### config.mk
export PLATFORM = sky130hd
export DESIGN_NAME = instr_fetch_unit
export DESIGN_NICKNAME = d
export VERILOG_FILES = /design/src/rtl/instr_fetch_unit_pkg.sv /design/src/rtl/ifu_next_pc.sv /design/src/rtl/instr_fetch_unit.sv
export SDC_FILE = /design/constraint.sdc
export NUM_CORES = 1
export LEC_CHECK = 0
export CORE_MARGIN = 2
export CORE_UTILIZATION = 29
export CTS_BUF_LIST = sky130_fd_sc_hd__clkbuf_2 sky130_fd_sc_hd__clkbuf_4 sky130_fd_sc_hd__clkbuf_8
export CTS_CLUSTER_SIZE = 16
export DETAILED_ROUTE_END_ITERATION = 8
export PLACE_DENSITY = 0.82
export SYNTH_ARGS = -nofsm -noshare
export SYNTH_HDL_FRONTEND = slang
export SYNTH_SLANG_ARGS = --single-unit
export TNS_END_PERCENT = 10
### constraint.sdc
create_clock -name clk -period 2.5 [get_ports clk]
set_input_delay 0.75 -clock clk [delete_from_list [all_inputs] [get_ports clk]]
set_output_delay 0.75 -clock clk [all_outputs]
set_load 0.01 [all_outputs]
### src/rtl/instr_fetch_unit_pkg.sv
// Shared definitions for the instruction fetch unit.
//   - Default address/data widths, reset PC and sequential PC step.
//   - pc_t: program counter type at the default address width.
//   - redirect_src_e: which rule updates fetch state on the next edge.
package instr_fetch_unit_pkg;

  localparam int unsigned DefAddrW  = 4;
  localparam int unsigned DefDataW  = 32;
  localparam int unsigned DefPcStep = 1;
  localparam int unsigned DefResetPc = 0;

  typedef logic [DefAddrW-1:0] pc_t;

  // SrcNone means hold (stall); SrcSeq is a normal sequential fetch.
  typedef enum logic [1:0] {
    SrcNone,
    SrcSeq,
    SrcJump,
    SrcBranch
  } redirect_src_e;

endpackage

### src/rtl/ifu_next_pc.sv
// Combinational next-PC selection for the instruction fetch unit.
// Priority: jump, then branch (only while an instruction is valid), then stall (hold),
// otherwise sequential fetch. All arithmetic wraps modulo 2^ADDR_W.
// Ports:
//   fetch_pc_i   current fetch address
//   if_valid_i   instruction presented to decode is valid
//   if_pc_4_i    address following the presented instruction
//   stall_i      decode back-pressure
//   jump_en_i / jump_addr_i     absolute redirect
//   branch_en_i / branch_off_i  PC-relative redirect (signed word offset)
//   next_pc_o    fetch address after the edge
//   src_o        rule selected for this edge
module ifu_next_pc
  import instr_fetch_unit_pkg::*;
#(
  parameter int unsigned ADDR_W  = DefAddrW,
  parameter int unsigned OFF_W   = 4,
  parameter int unsigned PC_STEP = DefPcStep
) (
  input  logic [ADDR_W-1:0] fetch_pc_i,
  input  logic              if_valid_i,
  input  logic [ADDR_W-1:0] if_pc_4_i,
  input  logic              stall_i,
  input  logic              jump_en_i,
  input  logic [ADDR_W-1:0] jump_addr_i,
  input  logic              branch_en_i,
  input  logic [OFF_W-1:0]  branch_off_i,
  output logic [ADDR_W-1:0] next_pc_o,
  output redirect_src_e     src_o
);

  logic [ADDR_W-1:0] off_ext;

  // Sized cast of a signed operand sign-extends the offset.
  assign off_ext = ADDR_W'($signed(branch_off_i));

  always_comb begin
    src_o     = SrcNone;
    next_pc_o = fetch_pc_i;
    if (jump_en_i) begin
      src_o     = SrcJump;
      next_pc_o = jump_addr_i;
    end else if (branch_en_i && if_valid_i) begin
      src_o     = SrcBranch;
      next_pc_o = if_pc_4_i + off_ext;
    end else if (!stall_i) begin
      src_o     = SrcSeq;
      next_pc_o = fetch_pc_i + ADDR_W'(PC_STEP);
    end
  end

endmodule

### src/rtl/instr_fetch_unit.sv
// Instruction fetch stage: owns the program counter, drives a synchronous instruction
// memory with one-cycle read latency and presents instruction, PC and PC+step to decode.
// Supports decode stall, absolute jumps, PC-relative branches and in-flight flush.
// Ports:
//   clk, reset              clock; asynchronous active-high reset
//   stall                   decode cannot accept, hold fetch state
//   jump_en/jump_addr       absolute redirect
//   branch_en/branch_off    relative redirect from the presented instruction
//   imem_addr/imem_re       memory read request (address = fetch PC)
//   imem_rdata              data for the previous cycle's address
//   if_valid/if_instr/if_pc/if_pc_4  decode-facing outputs
// Optional feature macro IFU_PERF_CNT_EN adds saturating counters perf_fetched and
// perf_redirects.
module instr_fetch_unit
  import instr_fetch_unit_pkg::*;
#(
  parameter int unsigned ADDR_W   = DefAddrW,
  parameter int unsigned DATA_W   = DefDataW,
  parameter int unsigned PC_STEP  = DefPcStep,
  parameter int unsigned RESET_PC = DefResetPc,
  parameter int unsigned OFF_W    = 4
`ifdef IFU_PERF_CNT_EN
  ,
  parameter int unsigned CNT_W    = 16
`endif
) (
  input  logic              clk,
  input  logic              reset,
  input  logic              stall,
  input  logic              jump_en,
  input  logic [ADDR_W-1:0] jump_addr,
  input  logic              branch_en,
  input  logic [OFF_W-1:0]  branch_off,
  output logic [ADDR_W-1:0] imem_addr,
  output logic              imem_re,
  input  logic [DATA_W-1:0] imem_rdata,
  output logic              if_valid,
  output logic [DATA_W-1:0] if_instr,
  output logic [ADDR_W-1:0] if_pc,
  output logic [ADDR_W-1:0] if_pc_4
`ifdef IFU_PERF_CNT_EN
  ,
  output logic [CNT_W-1:0]  perf_fetched,
  output logic [CNT_W-1:0]  perf_redirects
`endif
);

  logic [ADDR_W-1:0] fetch_pc_q, fetch_pc_d;
  logic              inflight_valid_q, inflight_valid_d;
  logic [ADDR_W-1:0] inflight_pc_q, inflight_pc_d;
  logic [ADDR_W-1:0] next_pc;
  redirect_src_e     src;

  ifu_next_pc #(
    .ADDR_W  (ADDR_W),
    .OFF_W   (OFF_W),
    .PC_STEP (PC_STEP)
  ) u_next_pc (
    .fetch_pc_i   (fetch_pc_q),
    .if_valid_i   (inflight_valid_q),
    .if_pc_4_i    (if_pc_4),
    .stall_i      (stall),
    .jump_en_i    (jump_en),
    .jump_addr_i  (jump_addr),
    .branch_en_i  (branch_en),
    .branch_off_i (branch_off),
    .next_pc_o    (next_pc),
    .src_o        (src)
  );

  always_comb begin
    fetch_pc_d       = fetch_pc_q;
    inflight_valid_d = inflight_valid_q;
    inflight_pc_d    = inflight_pc_q;
    unique case (src)
      SrcJump, SrcBranch: begin
        // Flush: the instruction currently in flight is dropped, one bubble follows.
        fetch_pc_d       = next_pc;
        inflight_valid_d = 1'b0;
      end
      SrcSeq: begin
        fetch_pc_d       = next_pc;
        inflight_valid_d = 1'b1;
        inflight_pc_d    = fetch_pc_q;
      end
      default: ;
    endcase
  end

  always_ff @(posedge clk or posedge reset) begin
    if (reset) begin
      fetch_pc_q       <= ADDR_W'(RESET_PC);
      inflight_valid_q <= 1'b0;
      inflight_pc_q    <= ADDR_W'(RESET_PC);
    end else begin
      fetch_pc_q       <= fetch_pc_d;
      inflight_valid_q <= inflight_valid_d;
      inflight_pc_q    <= inflight_pc_d;
    end
  end

  assign imem_addr = fetch_pc_q;
  assign imem_re   = 1'b1;
  assign if_valid  = inflight_valid_q;
  assign if_pc     = inflight_pc_q;
  assign if_pc_4   = inflight_pc_q + ADDR_W'(PC_STEP);
  assign if_instr  = imem_rdata;

`ifdef IFU_PERF_CNT_EN
  logic [CNT_W-1:0] perf_fetched_q, perf_fetched_d;
  logic [CNT_W-1:0] perf_redirects_q, perf_redirects_d;

  always_comb begin
    perf_fetched_d   = perf_fetched_q;
    perf_redirects_d = perf_redirects_q;
    if (inflight_valid_q && !stall && (perf_fetched_q != '1)) begin
      perf_fetched_d = perf_fetched_q + CNT_W'(1);
    end
    if (((src == SrcJump) || (src == SrcBranch)) && (perf_redirects_q != '1)) begin
      perf_redirects_d = perf_redirects_q + CNT_W'(1);
    end
  end

  always_ff @(posedge clk or posedge reset) begin
    if (reset) begin
      perf_fetched_q   <= '0;
      perf_redirects_q <= '0;
    end else begin
      perf_fetched_q   <= perf_fetched_d;
      perf_redirects_q <= perf_redirects_d;
    end
  end

  assign perf_fetched   = perf_fetched_q;
  assign perf_redirects = perf_redirects_q;
`endif

endmodule

==> summary.md <==
| Metric | Value |
|---|---|
| Status | finished clean |
| Clk_lat worst skew | 260 ps |
| Worst Setup End Kind | primary output |
| Iter 0 DRT Violations | 5 |
| Largest net degree at the start of global routing | 10 |
| Post-Synth Adder-Cell Area | 9.64% |
| # diodes | 0 |
| Drt via density | about 4.7 |
| # rows | 19 |
| Synth Area in XOR/XNOR | 9.64% |
| Die Height | 58.4 um |
| Switching Share | 34.9% |
| R2R depth | 6 |
| Area Overhead vs Synth | 9.20% |
| Top post-synthesis cells by count | 33 x buf_4, 9 x dfrtp_1, 6 x nand2_1 |
| Syn_nets | 143 |
| Multiplexer share of the synthesized area | between 6 and 7% |
| First-pass GRT wire length | 2550 um |
| Hold/Removal Path Class | reg -> reg |
| Worst Path Required | 1750 ps |
| Clk network pwr share | 16.1% |
| Initial Util | 30.8% |
| Clock Tree Buf Depth | 2 |
| Worst path max stage delay | around 550 ps |
| Max-slew violations | 0 |
| YS warnings | 0 |
| RSZ-0062 raised after global routing | no |
| Count of state elements after synthesis | 9 |
| Die footprint | 3410 sq um |
| Crit-path cells | ha_1, clkdlybuf4s50_1 |
| Switching power | 0.241 mW |
| Final count of hold timing violations | 0 |
| Synth top area share | approximately 29% |
| Max-cap violations | 0 |
| Fillers | between 200 and 300 |
| TritonCTS buffer count | 3 |
| Ports | 91 |
| CP Data Arrival Time | 1610 ps |
| Syn Inst Count | 92 |
| Distinct cells, synth | 27 |
| Final WL | ~1700 um |
| Number of flops mapped to enable cells by yosys | 0 |
| CP Capture Point | if_pc_4[1] |
| PD cells | between 700 and 800 nW/um^2 |
| Post-DP HPWL | 1420 um |
| Reg-to-reg startpoint | if_pc[0] |
| All-Layer GR Usage | 10.2% |
| Part of the Yosys area used for sequential elements | 26.3% |
| Worst Setup SP | if_pc[0] |
| Pint | 0.449 mW |
| CP bufs+invs | 1 |
| Routing usage on met1 | 10.5% |
| Worst-path fanout max | 4 |
| DRC Markers | 0 |
| Setup TNS Final | 0 ps |
| CTS tree | done |
| Total iterations of the first detailed-routing run | 3 |
| Leak pwr | approximately 0.42 nW |
| Reg2reg end | imem_addr[3] |
| Initial antenna violation count | 0 |
| Simple-gate share of the synthesized area | 10.2% |
| Core area | 2780 sq um |
| Fmax | between 400 and 500 MHz |
| Combinational Power Share | 52.8% |
| Post-route minimum period | 2360 ps |
| Die width | 58.4 um |
| Dpl cell area | 906 sq um |
| Yosys top cell by area | buf_4 |
| Final Skew | about 7.2 ps |
| Mapped Area | 857 sq um |
| Buffers on Ports | 25 |
| WS Path Type | reg -> out |
| Stages on worst setup path | 2 |
| R2R setup slack | 440 ps |
| Share of cells above drive strength 1 | 11.4% |
| Root buf cell | clkbuf_4 |
| Crit start category | flip-flop |
| Cts hold-fix bufs | 0 |
| Critical path's slowest cell | clkdlybuf4s50_1 |
| H-tree levels | 1 |
| Post-route ant nets | 0 |
| Routability cong. | 0.798 |
| Busiest grt layer | met2 |
| Tot Pwr | 0.690 mW |
| Routing usage on met3 | 4.84% |
| Synth Area in Compound Gates | 6.72% |
| Clk pin slew, worst setup/hold paths | 70 ps |
| Setup violators final | 0 |
| Part of the cycle the worst path needs | 94.2% |
| Delay-heaviest family, CP | buffers and inverters |
| Num Clock Sinks | 9 |
| Overflow after GRT | 0 |
| Synth Flop Type | dfrtp_1 |
| Final Net Count | 140 |
| Avg Inst Size Synth | 9.32 sq um |
| Maximum vdd drop | 0.000403 V |
| Post-route cell area | 936 sq um |
| M2 GR Usage | 15.1% |
| Vias in the first global route | 561 |
| WL/cell | 14.4 um |
| Top-count cell post-synth | buf_4 |
| Vias | 560 |
| Ys async rst share | between 90% and 100% |
| Seq pwr share | 31.1% |
| Top post-synthesis cells by area | buf_4 29%, dfrtp_1 26%, ha_1 7.3%, mux2_1 3.9%, xnor2_1 3.1% |
| Combinational family with the most area after synthesis | buffers and inverters |
==> routing by layer <==
layer | vias up | routed length [um]
li1 | 260 | -
met1 | 243 | 621
met2 | 35 | 735
met3 | 22 | 230
met4 | 0 | 130
met5 | - | 0
==> sequential cells by signal, indices dropped and copies added, names as in the netlist <==
register,cells
if_pc,4
imem_addr,4
if_valid,1
==> layout make-up <==
type / count / area [sq um] / share of cell area (%)
timing repair buffer: 27 / 268 / 28.6
inverter: 2 / 7.51 / 0.802
multi-input combinational: 46 / 369 / 39.4
clock buffer: 3 / 22.5 / 2.41
tap: 31 / 38.8 / 4.14
sequential: 9 / 225 / 24.1
clock inverter: 1 / 5.00 / 0.535
==> cell usage in the layout (no fill, tap or decap), drive strengths merged, types with 2 or more instances in the layout <==
cell and count:
clkdlybuf4s50 24, dfrtp 9, nand2 6, o21ai 5, ha 5, mux2 4, xnor2 4, nor2 3
a21oi 3, clkbuf 3, nand3 3, xor2 2, inv 2, buf 2, nor3 2
==> power groups by stage <==
stage / logic, mW / registers, mW / clock network, mW
4_1_cts: 0.373 / 0.215 / 0.113
5_1_grt: 0.399 / 0.219 / 0.118
3_3_place_gp: 0.358 / 0.216 / 0
6_report: 0.364 / 0.214 / 0.111
2_1_floorplan: 0.236 / 0.225 / 0
3_5_place_dp: 0.370 / 0.218 / 0
==> worst reg2reg max path, cell delays in order, from the launching register on <==
cell and delay [ps]:
dfrtp_1 430, ha_1 370, ha_1 290, a21o_1 160
a21oi_1 150, xnor3_1 220, a221o_1 340
==> how the worst min path moves through the flow <==
stage	start	end	slack (ps)	cells after the start
after floorplan	reset	if_pc[0]	580	1
after global placement	if_pc[1]	if_pc[1]	550	1
after detailed placement	if_pc[1]	if_pc[1]	560	1
after CTS	if_pc[1]	if_pc[1]	570	1
after global routing	if_pc[1]	if_pc[1]	600	1
final	if_pc[1]	if_pc[1]	570	1
==> logic make-up (layout without fill, tap and decap cells) <==
group           count (synthesis)  in the layout
compound gates                 10             10
xor+xnor                        7              7
fa+ha+maj                       6              6
buf+inv                        37             33
flops                           9              9
mux                             5              5
other cells                     1              1
simple gates                   17             17
==> metrics by stage <==
step | hold slack [ps] | std cells | setup WS [ps] | util, %
after detailed placement | 558 | 115 | 4.25 | 32.6
after floorplan | 578 | 92 | 434 | -
final | 570 | 119 | 144 | 33.6
after global routing | 596 | 119 | 81.3 | 33.6
after CTS | 572 | 119 | 18.7 | 33.6
after global placement | 554 | 115 | 36.9 | 32.6
==> timing repair <==
item,4_1_cts,5_1_grt
resized for setup,0,1
setup endpoints to repair,0,1
buffers inserted,0,0
Note: power is estimated with default switching activity, not from simulation.
